File: config.mk
export PLATFORM = sky130hd
export DESIGN_NAME = mem_arbiter_flat
export DESIGN_NICKNAME = d
export VERILOG_FILES = /design/src/rtl/mem_arbiter_pkg.sv /design/src/rtl/mem_arbiter_if.sv /design/src/rtl/mem_arbiter.sv /design/src/flat_wrapper.sv
export SDC_FILE = /design/constraint.sdc
export NUM_CORES = 1
export LEC_CHECK = 0
export BUFFER_PORTS_ARGS = -buffer_cell sky130_fd_sc_hd__buf_2
export CAP_MARGIN = 5
export CORE_AREA = 2 2 632 634
export CTS_CLUSTER_SIZE = 30
export DETAILED_ROUTE_END_ITERATION = 7
export DIE_AREA = 0 0 634 636
export HOLD_SLACK_MARGIN = 0.1
export PLACE_DENSITY = 0.3
export RECOVER_POWER = 25
export SLEW_MARGIN = 20
export SYNTH_ARGS = -nofsm -noshare
export SYNTH_HDL_FRONTEND = slang
export SYNTH_SLANG_ARGS = --single-unit
File: constraint.sdc
create_clock -name clk -period 1.6 [get_ports clk]
set_clock_uncertainty 0.05 [all_clocks]
set_input_delay 0.32 -clock clk [delete_from_list [all_inputs] [get_ports clk]]
set_output_delay 0.32 -clock clk [all_outputs]
set_load 0.02 [all_outputs]
File: src/rtl/mem_arbiter_pkg.sv
// mem_arbiter_pkg: shared types for the L1-to-memory line-port arbiter.
//   arb_state_t : arbiter FSM state (idle, serving I-cache, serving D-cache)
//   arb_src_t   : requester identity, also used as the round-robin pointer
//   arb_op_t    : latched memory operation of the granted transaction
//   arb_pick()  : round-robin choice between the two requesters
package mem_arbiter_pkg;

  localparam int ARB_ADDR_W = 32;
  localparam int ARB_LINE_W = 256;

  typedef enum logic [1:0] {
    ARB_IDLE = 2'd0,
    ARB_I    = 2'd1,
    ARB_D    = 2'd2
  } arb_state_t;

  typedef enum logic {
    ARB_SRC_I = 1'b0,
    ARB_SRC_D = 1'b1
  } arb_src_t;

  typedef enum logic {
    ARB_OP_READ  = 1'b0,
    ARB_OP_WRITE = 1'b1
  } arb_op_t;

  // A tie goes to the side that was not granted last time.
  // A single requester simply wins.
  function automatic arb_src_t arb_pick(logic i_req, logic d_req, arb_src_t last);
    if (i_req && d_req) return (last == ARB_SRC_I) ? ARB_SRC_D : ARB_SRC_I;
    else if (d_req)     return ARB_SRC_D;
    else                return ARB_SRC_I;
  endfunction

endpackage

File: src/rtl/mem_arbiter_if.sv
// mem_arbiter_if: one line-port bundle (request, address, data, response).
//   master : the side that issues requests (a cache, or the arbiter toward memory)
//   slave  : the side that services requests (the arbiter toward a cache, or memory)
//   read/write/address/wdata flow master -> slave; rdata/resp flow slave -> master.
interface mem_arbiter_if
  import mem_arbiter_pkg::*;
#(
  parameter int ADDR_W = ARB_ADDR_W,
  parameter int LINE_W = ARB_LINE_W
);
  logic              read;
  logic              write;
  logic [ADDR_W-1:0] address;
  logic [LINE_W-1:0] wdata;
  logic [LINE_W-1:0] rdata;
  logic              resp;

  modport master (output read, write, address, wdata, input  rdata, resp);
  modport slave  (input  read, write, address, wdata, output rdata, resp);
endinterface

File: src/rtl/mem_arbiter.sv
// mem_arbiter: grants the single memory line port to either the I-cache or the
// D-cache, one transaction at a time, round-robin on ties.
//   clk    : system clock, rising edge
//   rst    : asynchronous active-low reset
//   i_pmem : I-cache miss port (read only; write/wdata are ignored)
//   d_pmem : D-cache miss / writeback port
//   mem    : memory-side port; read/write/address/wdata come straight from flops
// Address, write data and operation are captured on the grant edge and held
// for the whole transaction. A completion always returns through ARB_IDLE for
// one cycle so the requester can drop its request before it could be re-granted.
module mem_arbiter
  import mem_arbiter_pkg::*;
#(
  parameter int ADDR_W = ARB_ADDR_W,
  parameter int LINE_W = ARB_LINE_W
) (
  input  logic          clk,
  input  logic          rst,
  mem_arbiter_if.slave  i_pmem,
  mem_arbiter_if.slave  d_pmem,
  mem_arbiter_if.master mem
);

  arb_state_t        state_q, state_d;
  arb_src_t          last_grant_q;
  arb_src_t          grant_src;
  arb_op_t           op_q;
  logic [ADDR_W-1:0] addr_q;
  logic [LINE_W-1:0] wdata_q;
  logic              i_req, d_req, grant;
  logic              i_resp, d_resp;

  assign i_req = i_pmem.read;
  assign d_req = d_pmem.read | d_pmem.write;
  assign grant = (state_q == ARB_IDLE) && (i_req || d_req);

  // The I-cache never writes; these port members are intentionally unused.
  logic unused_i_wr;
  assign unused_i_wr = ^{i_pmem.write, i_pmem.wdata};

  // next-state and response steering
  always_comb begin
    state_d   = state_q;
    grant_src = arb_pick(i_req, d_req, last_grant_q);
    i_resp    = 1'b0;
    d_resp    = 1'b0;
    unique case (state_q)
      ARB_IDLE: begin
        // mem.resp here is stray and deliberately dropped
        if (grant) state_d = (grant_src == ARB_SRC_D) ? ARB_D : ARB_I;
      end
      ARB_I: begin
        if (mem.resp) begin
          i_resp  = 1'b1;
          state_d = ARB_IDLE;
        end
      end
      ARB_D: begin
        if (mem.resp) begin
          d_resp  = 1'b1;
          state_d = ARB_IDLE;
        end
      end
      default: state_d = ARB_IDLE;
    endcase
  end

  // state and transaction latches
  always_ff @(posedge clk or negedge rst) begin
    if (!rst) begin
      state_q      <= ARB_IDLE;
      last_grant_q <= ARB_SRC_I;  // first tie goes to D
      op_q         <= ARB_OP_READ;
      addr_q       <= '0;
      wdata_q      <= '0;
    end else begin
      state_q <= state_d;
      if (grant) begin
        last_grant_q <= grant_src;
        wdata_q      <= d_pmem.wdata;
        if (grant_src == ARB_SRC_I) begin
          addr_q <= i_pmem.address;
          op_q   <= ARB_OP_READ;
        end else begin
          addr_q <= d_pmem.address;
          // read+write together is illegal; write wins
          op_q   <= d_pmem.write ? ARB_OP_WRITE : ARB_OP_READ;
        end
      end
    end
  end

  // Memory side: a function of flops only, so no request input reaches mem_*.
  assign mem.read    = (state_q != ARB_IDLE) && (op_q == ARB_OP_READ);
  assign mem.write   = (state_q != ARB_IDLE) && (op_q == ARB_OP_WRITE);
  assign mem.address = addr_q;
  assign mem.wdata   = wdata_q;

  // Cache side: data is broadcast, resp qualifies it for the granted side only.
  assign i_pmem.rdata = mem.rdata;
  assign d_pmem.rdata = mem.rdata;
  assign i_pmem.resp  = i_resp;
  assign d_pmem.resp  = d_resp;

  a_d_rd_wr_excl: assert property (@(posedge clk) disable iff (!rst)
    !(d_pmem.read && d_pmem.write));

endmodule

File: src/flat_wrapper.sv
// flat-port wrapper written by rule: the top's interface ports become plain ports
module mem_arbiter_flat import mem_arbiter_pkg::*;
#(
  parameter int ADDR_W = ARB_ADDR_W,
  parameter int LINE_W = ARB_LINE_W
)
  (clk, rst, i_pmem_read, i_pmem_write, i_pmem_address, i_pmem_wdata, i_pmem_rdata, i_pmem_resp, d_pmem_read, d_pmem_write, d_pmem_address, d_pmem_wdata, d_pmem_rdata, d_pmem_resp, mem_read, mem_write, mem_address, mem_wdata, mem_rdata, mem_resp);
  mem_arbiter_if #(.ADDR_W(ADDR_W), .LINE_W(LINE_W)) i_pmem_i ();
  mem_arbiter_if #(.ADDR_W(ADDR_W), .LINE_W(LINE_W)) d_pmem_i ();
  mem_arbiter_if #(.ADDR_W(ADDR_W), .LINE_W(LINE_W)) mem_i ();
  input  logic clk;
  input  logic rst;
  input wire logic [$bits(i_pmem_i.read)-1:0] i_pmem_read;
  input wire logic [$bits(i_pmem_i.write)-1:0] i_pmem_write;
  input wire logic [$bits(i_pmem_i.address)-1:0] i_pmem_address;
  input wire logic [$bits(i_pmem_i.wdata)-1:0] i_pmem_wdata;
  output wire logic [$bits(i_pmem_i.rdata)-1:0] i_pmem_rdata;
  output wire logic [$bits(i_pmem_i.resp)-1:0] i_pmem_resp;
  input wire logic [$bits(d_pmem_i.read)-1:0] d_pmem_read;
  input wire logic [$bits(d_pmem_i.write)-1:0] d_pmem_write;
  input wire logic [$bits(d_pmem_i.address)-1:0] d_pmem_address;
  input wire logic [$bits(d_pmem_i.wdata)-1:0] d_pmem_wdata;
  output wire logic [$bits(d_pmem_i.rdata)-1:0] d_pmem_rdata;
  output wire logic [$bits(d_pmem_i.resp)-1:0] d_pmem_resp;
  output wire logic [$bits(mem_i.read)-1:0] mem_read;
  output wire logic [$bits(mem_i.write)-1:0] mem_write;
  output wire logic [$bits(mem_i.address)-1:0] mem_address;
  output wire logic [$bits(mem_i.wdata)-1:0] mem_wdata;
  input wire logic [$bits(mem_i.rdata)-1:0] mem_rdata;
  input wire logic [$bits(mem_i.resp)-1:0] mem_resp;
  assign i_pmem_i.read = i_pmem_read;
  assign i_pmem_i.write = i_pmem_write;
  assign i_pmem_i.address = i_pmem_address;
  assign i_pmem_i.wdata = i_pmem_wdata;
  assign i_pmem_rdata = i_pmem_i.rdata;
  assign i_pmem_resp = i_pmem_i.resp;
  assign d_pmem_i.read = d_pmem_read;
  assign d_pmem_i.write = d_pmem_write;
  assign d_pmem_i.address = d_pmem_address;
  assign d_pmem_i.wdata = d_pmem_wdata;
  assign d_pmem_rdata = d_pmem_i.rdata;
  assign d_pmem_resp = d_pmem_i.resp;
  assign mem_read = mem_i.read;
  assign mem_write = mem_i.write;
  assign mem_address = mem_i.address;
  assign mem_wdata = mem_i.wdata;
  assign mem_i.rdata = mem_rdata;
  assign mem_i.resp = mem_resp;
  mem_arbiter #(.ADDR_W(ADDR_W), .LINE_W(LINE_W)) u_core (.clk(clk), .rst(rst), .i_pmem(i_pmem_i), .d_pmem(d_pmem_i), .mem(mem_i));
endmodule
==> metrics, run 1 <==
most frequent cells in the layout=dlygate4sd3_1, buf_2, dfrtp_1, mux2_4, buf_6; net count after synthesis=approximately 2100; Slowest cell on crit path=dfrtp_1; largest net degree at the start of global routing=48; violated checks=negative setup slack; PnR worst setup slack=-434 ps; leading cell type in the layout, fill and taps excluded=dlygate4sd3_1; Worst VDD drop=0.798 mV; Tmin final=between 2000 and 2500 ps; setup slack after placement=-430 ps; routed vias/inst=around 1.7; Crit path top cell by count=buf_16; total number of vias=12300; f_max=roughly 490 MHz; FP Rows=232; Max Root-Sink Buffers=3; post-synth top area share=about half; layout cells sized above 1=66.1%; Design Area, Final=32600 µm²; RSZ-0062 raised after global routing=true; initial antenna violation count=130; measured slew at the worst slew-check pin=about 1400 ps; XOR/XNOR share of the synthesized area=0%; Final Setup Violations=620; switching share of power=42.6%; GPL Wtd Cong=~0.7; Pleak=between 10 and 15 nW; CTS Sinks=292; Hold Vio Cnt, Final=0; DRT antenna net count=0; IO Count=around 1600; max_slew headroom=6.94%; power share of the combinational group=63.5%; Cell Area, Placed=approximately 22000 µm²; Startpoint Class=flip-flop; maximum fanout along the worst path=8; status=finished, violations left; # Max-Cap Violations=0; register bit total from synthesis=292; period utilization=127%; Area growth syn-to-layout=116%; critical path type=flip-flop to flip-flop; WL final=166000 µm; number of remaining DRC errors=0; Initial DRC Count=423; Reg clk slew, reported paths=roughly 60 ps; Clk pwr share=roughly 17%; htree depth=2; net count of the finished layout=2782; gr usage total=~8.0%; fill count=46200; max-slew violations=0; Adder-Cell Fraction of Synth Area=0.249%; Syn Area/Cell=12.3 µm²; HP Class=primary input to flip-flop; Syn. warnings=0; die area=403000 µm²; Slowest Stage Delay on Critical Path=370 ps; Cell Area, Synth=approximately 15000 µm²; largest cells by area after synthesis=dfrtp_1, buf_4, mux2_2; Worst EP arrival=2540 ps; WL/cell=~23 µm; vias in the first global route=13400; root buffer cell=clkbuf_16; DR pass1 iterations=5; CP Capture Type=flip-flop; main combinational cell family by area after synthesis=buffers and inverters; reported net switching power=between 0.03 and 0.04 W; Std-Cell Core Area=397000 µm²; simple-gate share of the synthesized area=1.29%; Die Wd=around 630 µm; Power Density=roughly 2300 nW/µm²; Top delay family on crit path=buffers and inverters; CP cell instances=inv_2 -> ha_4 -> buf_6 -> o31ai_4 -> buf_4 -> buf_12 -> buf_16 -> buf_16 -> mux2_4; Post-DP HPWL=around 140000 µm; portion of netlist area occupied by mux cells=21.3%; CP required=2110 ps; Setup TNS=-103120 ps; PortBufs=a little over 600; gr ovfl total=0; clk_lat worst skew=about 710 ps; internal power=between 0.04 and 0.05 W; CP bufs+invs=6; die height=between 600 and 700 µm; Sequential Power Share=20.0%; count of cell types in the netlist=22; first-pass GRT wire length=196000 µm; Power, Total=0.0740 W; sequential share of the synthesized area=48.5%; CTS buffer count=49; Synth Area in Compound Gates=under 10%; Cells after Synth=1221; dominant cell type by area after synthesis=dfrtp_1; CTS tree=yes; Initial Util=3.79%
==> tightest hold or removal path: cells and delay by family <==
family | cells | cell delay, ps
AND/OR/NAND/NOR | 1 | 60
buffers and inverters | 3 | 400
AO/OA/AOI/OAI | 2 | 150
==> registers in the layout (all words and copies together) (netlist names) <==
| signal | cells |
|---|---|
| u_core.last_grant_q | 1 |
| u_core.mem.wdata | 256 |
| u_core.state_q | 2 |
| u_core.op_q | 1 |
| u_core.mem.address | 32 |
==> Yosys cell counts, drive strengths merged <==
master / number
mux2i: 32
nor3: 1
dfrtp: 292
nor2b: 2
o21ai: 33
o2bb2ai: 1
nand2b: 1
nand4b: 1
a2bb2oi: 1
clkbuf: 2
ha: 3
and2: 2
mux2: 256
nor2: 1
o211ai: 1
nand2: 36
o31ai: 1
buf: 549
inv: 3
o22ai: 1
nand3: 2
==> metrics by stage <==
| step | cells | utilization, % | hold WS, ps |
|---|---|---|---|
| after floorplan | 1221 | - | -25.6 |
| final | 7269 | 8.21 | 228 |
| after global routing | 7255 | 8.20 | 237 |
| after CTS | 7156 | 7.80 | 148 |
| after detailed placement | 6636 | 5.44 | 265 |
| after global placement | 6636 | 5.44 | 314 |
==> kinds of logic after synthesis <==
logic type | Yosys count
AOI/OAI and AO/OA | 38
adders and majority gates | 3
muxes | 288
DFF | 292
and+or+nand+nor | 46
buffers and inverters | 554
==> power by group through the flow <==
stage	Sequential, W	Clock (W)	Combinational (W)
2_1_floorplan	0.0177	0	0.00928
3_3_place_gp	0.0135	0	0.0305
3_5_place_dp	0.0135	0	0.0304
4_1_cts	0.0146	0.0128	0.0448
5_1_grt	0.0153	0.0131	0.0512
6_report	0.0148	0.0122	0.0470
==> what timing repair did <==
| item | 4_1_cts | 5_1_grt |
|---|---|---|
| hold buffers | 327 | 0 |
| pin swaps | 4 | 27 |
| setup endpoints to repair | 565 | 582 |
| gates cloned | 19 | 2 |
| hold endpoints to repair | 583 | 0 |
| gates resized for setup | 928 | 312 |
| setup buffers | 87 | 106 |
==> cell type report <==
type	instances	area (µm²)	area share, %
tap	5265	6590	20.2
clock buffer	63	1370	4.20
timing repair buffer	1219	11900	36.6
antenna	23	57.6	0.177
inverter	3	11.3	0.0345
sequential	292	7320	22.5
multi-input combinational	375	4890	15.0
clock inverter	29	432	1.32
==> final timing paths <==
kind	start	end	slack, ps	cells after the start
min in group asynchronous	rst	u_core.mem.wdata[92]$_DFFE_PN0P_	1080	3
worst max-delay path	u_core.state_q[1]$_DFFE_PN0P_	u_core.mem.wdata[182]$_DFFE_PN0P_	-430	9
max in group asynchronous	rst	u_core.mem.address[22]$_DFFE_PN0P_	-160	3
worst min register to register	u_core.mem.address[9]$_DFFE_PN0P_	u_core.mem.address[9]$_DFFE_PN0P_	470	2
worst max register to register	u_core.state_q[1]$_DFFE_PN0P_	u_core.mem.wdata[182]$_DFFE_PN0P_	-430	9
worst min-delay path	i_pmem_read	u_core.last_grant_q$_DFFE_PN0P_	230	6
==> layer usage <==
layer / vias up / part of all wire [%] / global-route usage, % / routed length (µm)
li1: 5011 / - / - / -
met4: 10 / 3.7 / 2.28 / 6090
met5: - / 0.18 / 0.490 / 305
met3: 434 / 24 / 9.16 / 40300
met1: 5778 / 31 / 7.12 / 51200
met2: 1115 / 41 / 11.6 / 67900
Note: power is estimated with default switching activity, not from simulation.
==> run 2: changes to the inputs <==
Clock period 1.6 ns to 1.8 ns, I/O delays scaled along.
==> run 2 against run 1 <==
The flow still finishes with violations (negative setup slack); register-to-register slack better by 110 ps; non-clock buffer count fell by 123; critical path depth shrank 4; via count decreased by 3.0%; global-route usage down 0.85 points; core utilization is 0.61 points lower; power decreased by 23%; setup slack gained 93 ps; cell area is 7.4% lower; critical path type is now flip-flop to output port.
==> metrics, run 2 (same netlist as run 1, synthesis figures left out) <==
maximum fanout along the worst path=3 (-5); Reg clk slew, reported paths=60 ps (about the same); Max Root-Sink Buffers=3 (unchanged); Top delay family on crit path=flip-flops; root buffer cell=clkbuf_16; HP Class=primary input to flip-flop; largest net degree at the start of global routing=66 (+38%); first-pass GRT wire length=178000 µm (-9.3%); routed vias/inst=1.68 (-1.4%); fill count=46300 (+0.29%); IO Count=1643 (unchanged); DRT antenna net count=0 (unchanged); CP cell instances=inv_2 -> ha_4 -> buf_6 -> nor2b_4 -> buf_12; DR pass1 iterations=6 (+1); f_max=467 MHz; CTS Sinks=292 (unchanged); setup slack after placement=-280 ps (+150 ps); number of remaining DRC errors=0 (unchanged); PortBufs=617 (unchanged); R2R setup slack=-320 ps (+110 ps); RSZ-0062 raised after global routing=true; vias in the first global route=12900 (-4.0%); Worst VDD drop=0.813 mV (+1.9%); die height=636 µm (unchanged); initial antenna violation count=112 (-14%); PnR worst setup slack=-341 ps (+93.1 ps); Die Wd=634 µm (unchanged); leading cell type in the layout, fill and taps excluded=buf_2; CP required=1390 ps (-720 ps); layout cells sized above 1=61.4% (-4.7 points); WL final=151000 µm (-8.9%); dpl cells=6618 (-0.27%); CP bufs+invs=3 (-3); Area growth syn-to-layout=100%; violated checks=negative setup slack; Final Setup Violations=280 (-55%); max-slew violations=0 (unchanged); Pleak=12.1 nW (-8.9%); htree depth=2 (unchanged); Worst EP arrival=1730 ps (-810 ps); clk_lat worst skew=690 ps (-20 ps); max_slew headroom=52.7% (+46 points); gr ovfl total=0 (unchanged); CTS buffer count=48 (-2.0%); Initial DRC Count=533 (+26%); Slowest cell on crit path=dfrtp_1; status=finished, violations left; Non-Filler Instances=7146 (-1.7%); Startpoint Class=flip-flop; WL/cell=21.1 µm (-7.4%); Slowest Stage Delay on Critical Path=370 ps (about the same); Power Density=1900 nW/µm² (-16%); total number of vias=12000 (-3.0%); measured slew at the worst slew-check pin=709 ps (-687 ps); FP Rows=232 (unchanged); Tmin final=roughly 2100 ps; GPL Wtd Cong=0.761 (+7.9%); Std-Cell Core Area=397000 µm² (unchanged); CP Capture Type=output port; net count of the finished layout=2658 (-4.5%); Post-DP HPWL=128000 µm (-10%); Initial Util=3.79% (unchanged); gr usage total=7.16% (-0.85 points); CTS tree=yes; max FFs per register=256 (unchanged); # Max-Cap Violations=0 (unchanged); most frequent cells in the layout=buf_2, dlygate4sd3_1, dfrtp_1, mux2_4, buf_6; Hold Vio Cnt, Final=0 (unchanged); die area=403000 µm² (unchanged); period utilization=119%; critical path type=flip-flop to output port
run 2: final timing paths:
path | start | depth (start not counted) | to
min in group asynchronous | rst | 3 | u_core.mem.wdata[217]$_DFFE_PN0P_
worst max-delay path | u_core.state_q[1]$_DFFE_PN0P_ | 5 | mem_write
worst min-delay path | i_pmem_read | 5 | u_core.state_q[0]$_DFFE_PN0P_
worst max register to register | u_core.state_q[1]$_DFFE_PN0P_ | 10 | u_core.mem.wdata[63]$_DFFE_PN0P_
max in group asynchronous | rst | 4 | u_core.mem.wdata[45]$_DFFE_PN0P_
worst min register to register | u_core.mem.address[0]$_DFFE_PN0P_ | 2 | u_core.mem.address[0]$_DFFE_PN0P_
run 2: power by group:
group          internal (W)  leakage (nW)  switching (W)
Sequential           0.0100          3.42        0.00261
Clock               0.00555         0.767        0.00431
Combinational        0.0169          7.87         0.0179
Total                0.0325          12.1         0.0248
run 2: final cells by class:
cell class                 instances  area (µm²)  share of cell area [%]
antenna                           28        70.1                   0.232
sequential                       292        7310                    24.2
multi-input combinational        375        4740                    15.7
timing repair buffer            1096        9870                    32.7
tap                             5265        6590                    21.8
clock inverter                    22         255                   0.846
clock buffer                      65        1340                    4.42
inverter                           3        11.3                  0.0373
run 2: timing repair:
action,4_1_cts,5_1_grt
resized for setup,535,273
endpoints found under the hold margin,583,1
buffers inserted,35,33
gates cloned,13,17
setup endpoints to repair,392,358
pin swaps,2,4
hold buffers,327,1
run 2: tightest hold or removal path: stages:
cell and delay (ps):
buf_2 120, buf_4 140, nor3_2 50, nand3_1 70, o211ai_1 70
run 2: stage by stage:
stage	utilization, %	hold slack [ps]	total power [W]	instance area [µm²]	TNS (ps)
floorplan	-	14.4	0.0240	15100	0
global placement	5.40	246	0.0365	21500	-39750
detailed placement	5.40	248	0.0365	21500	-46660
CTS	7.26	112	0.0559	28800	-93840
global route	7.59	132	0.0613	30100	-77070
finish	7.60	131	0.0573	30200	-56030
run 2: metal layers:
layer,vias up,routed length (µm),track usage (%),part of all wire (%)
met2,1004,70500,11.9,47
li1,4755,-,-,-
met5,-,618,1.11,0.41
met3,457,26800,5.96,18
met1,5748,45600,6.15,30
met4,10,7540,2.92,5.0
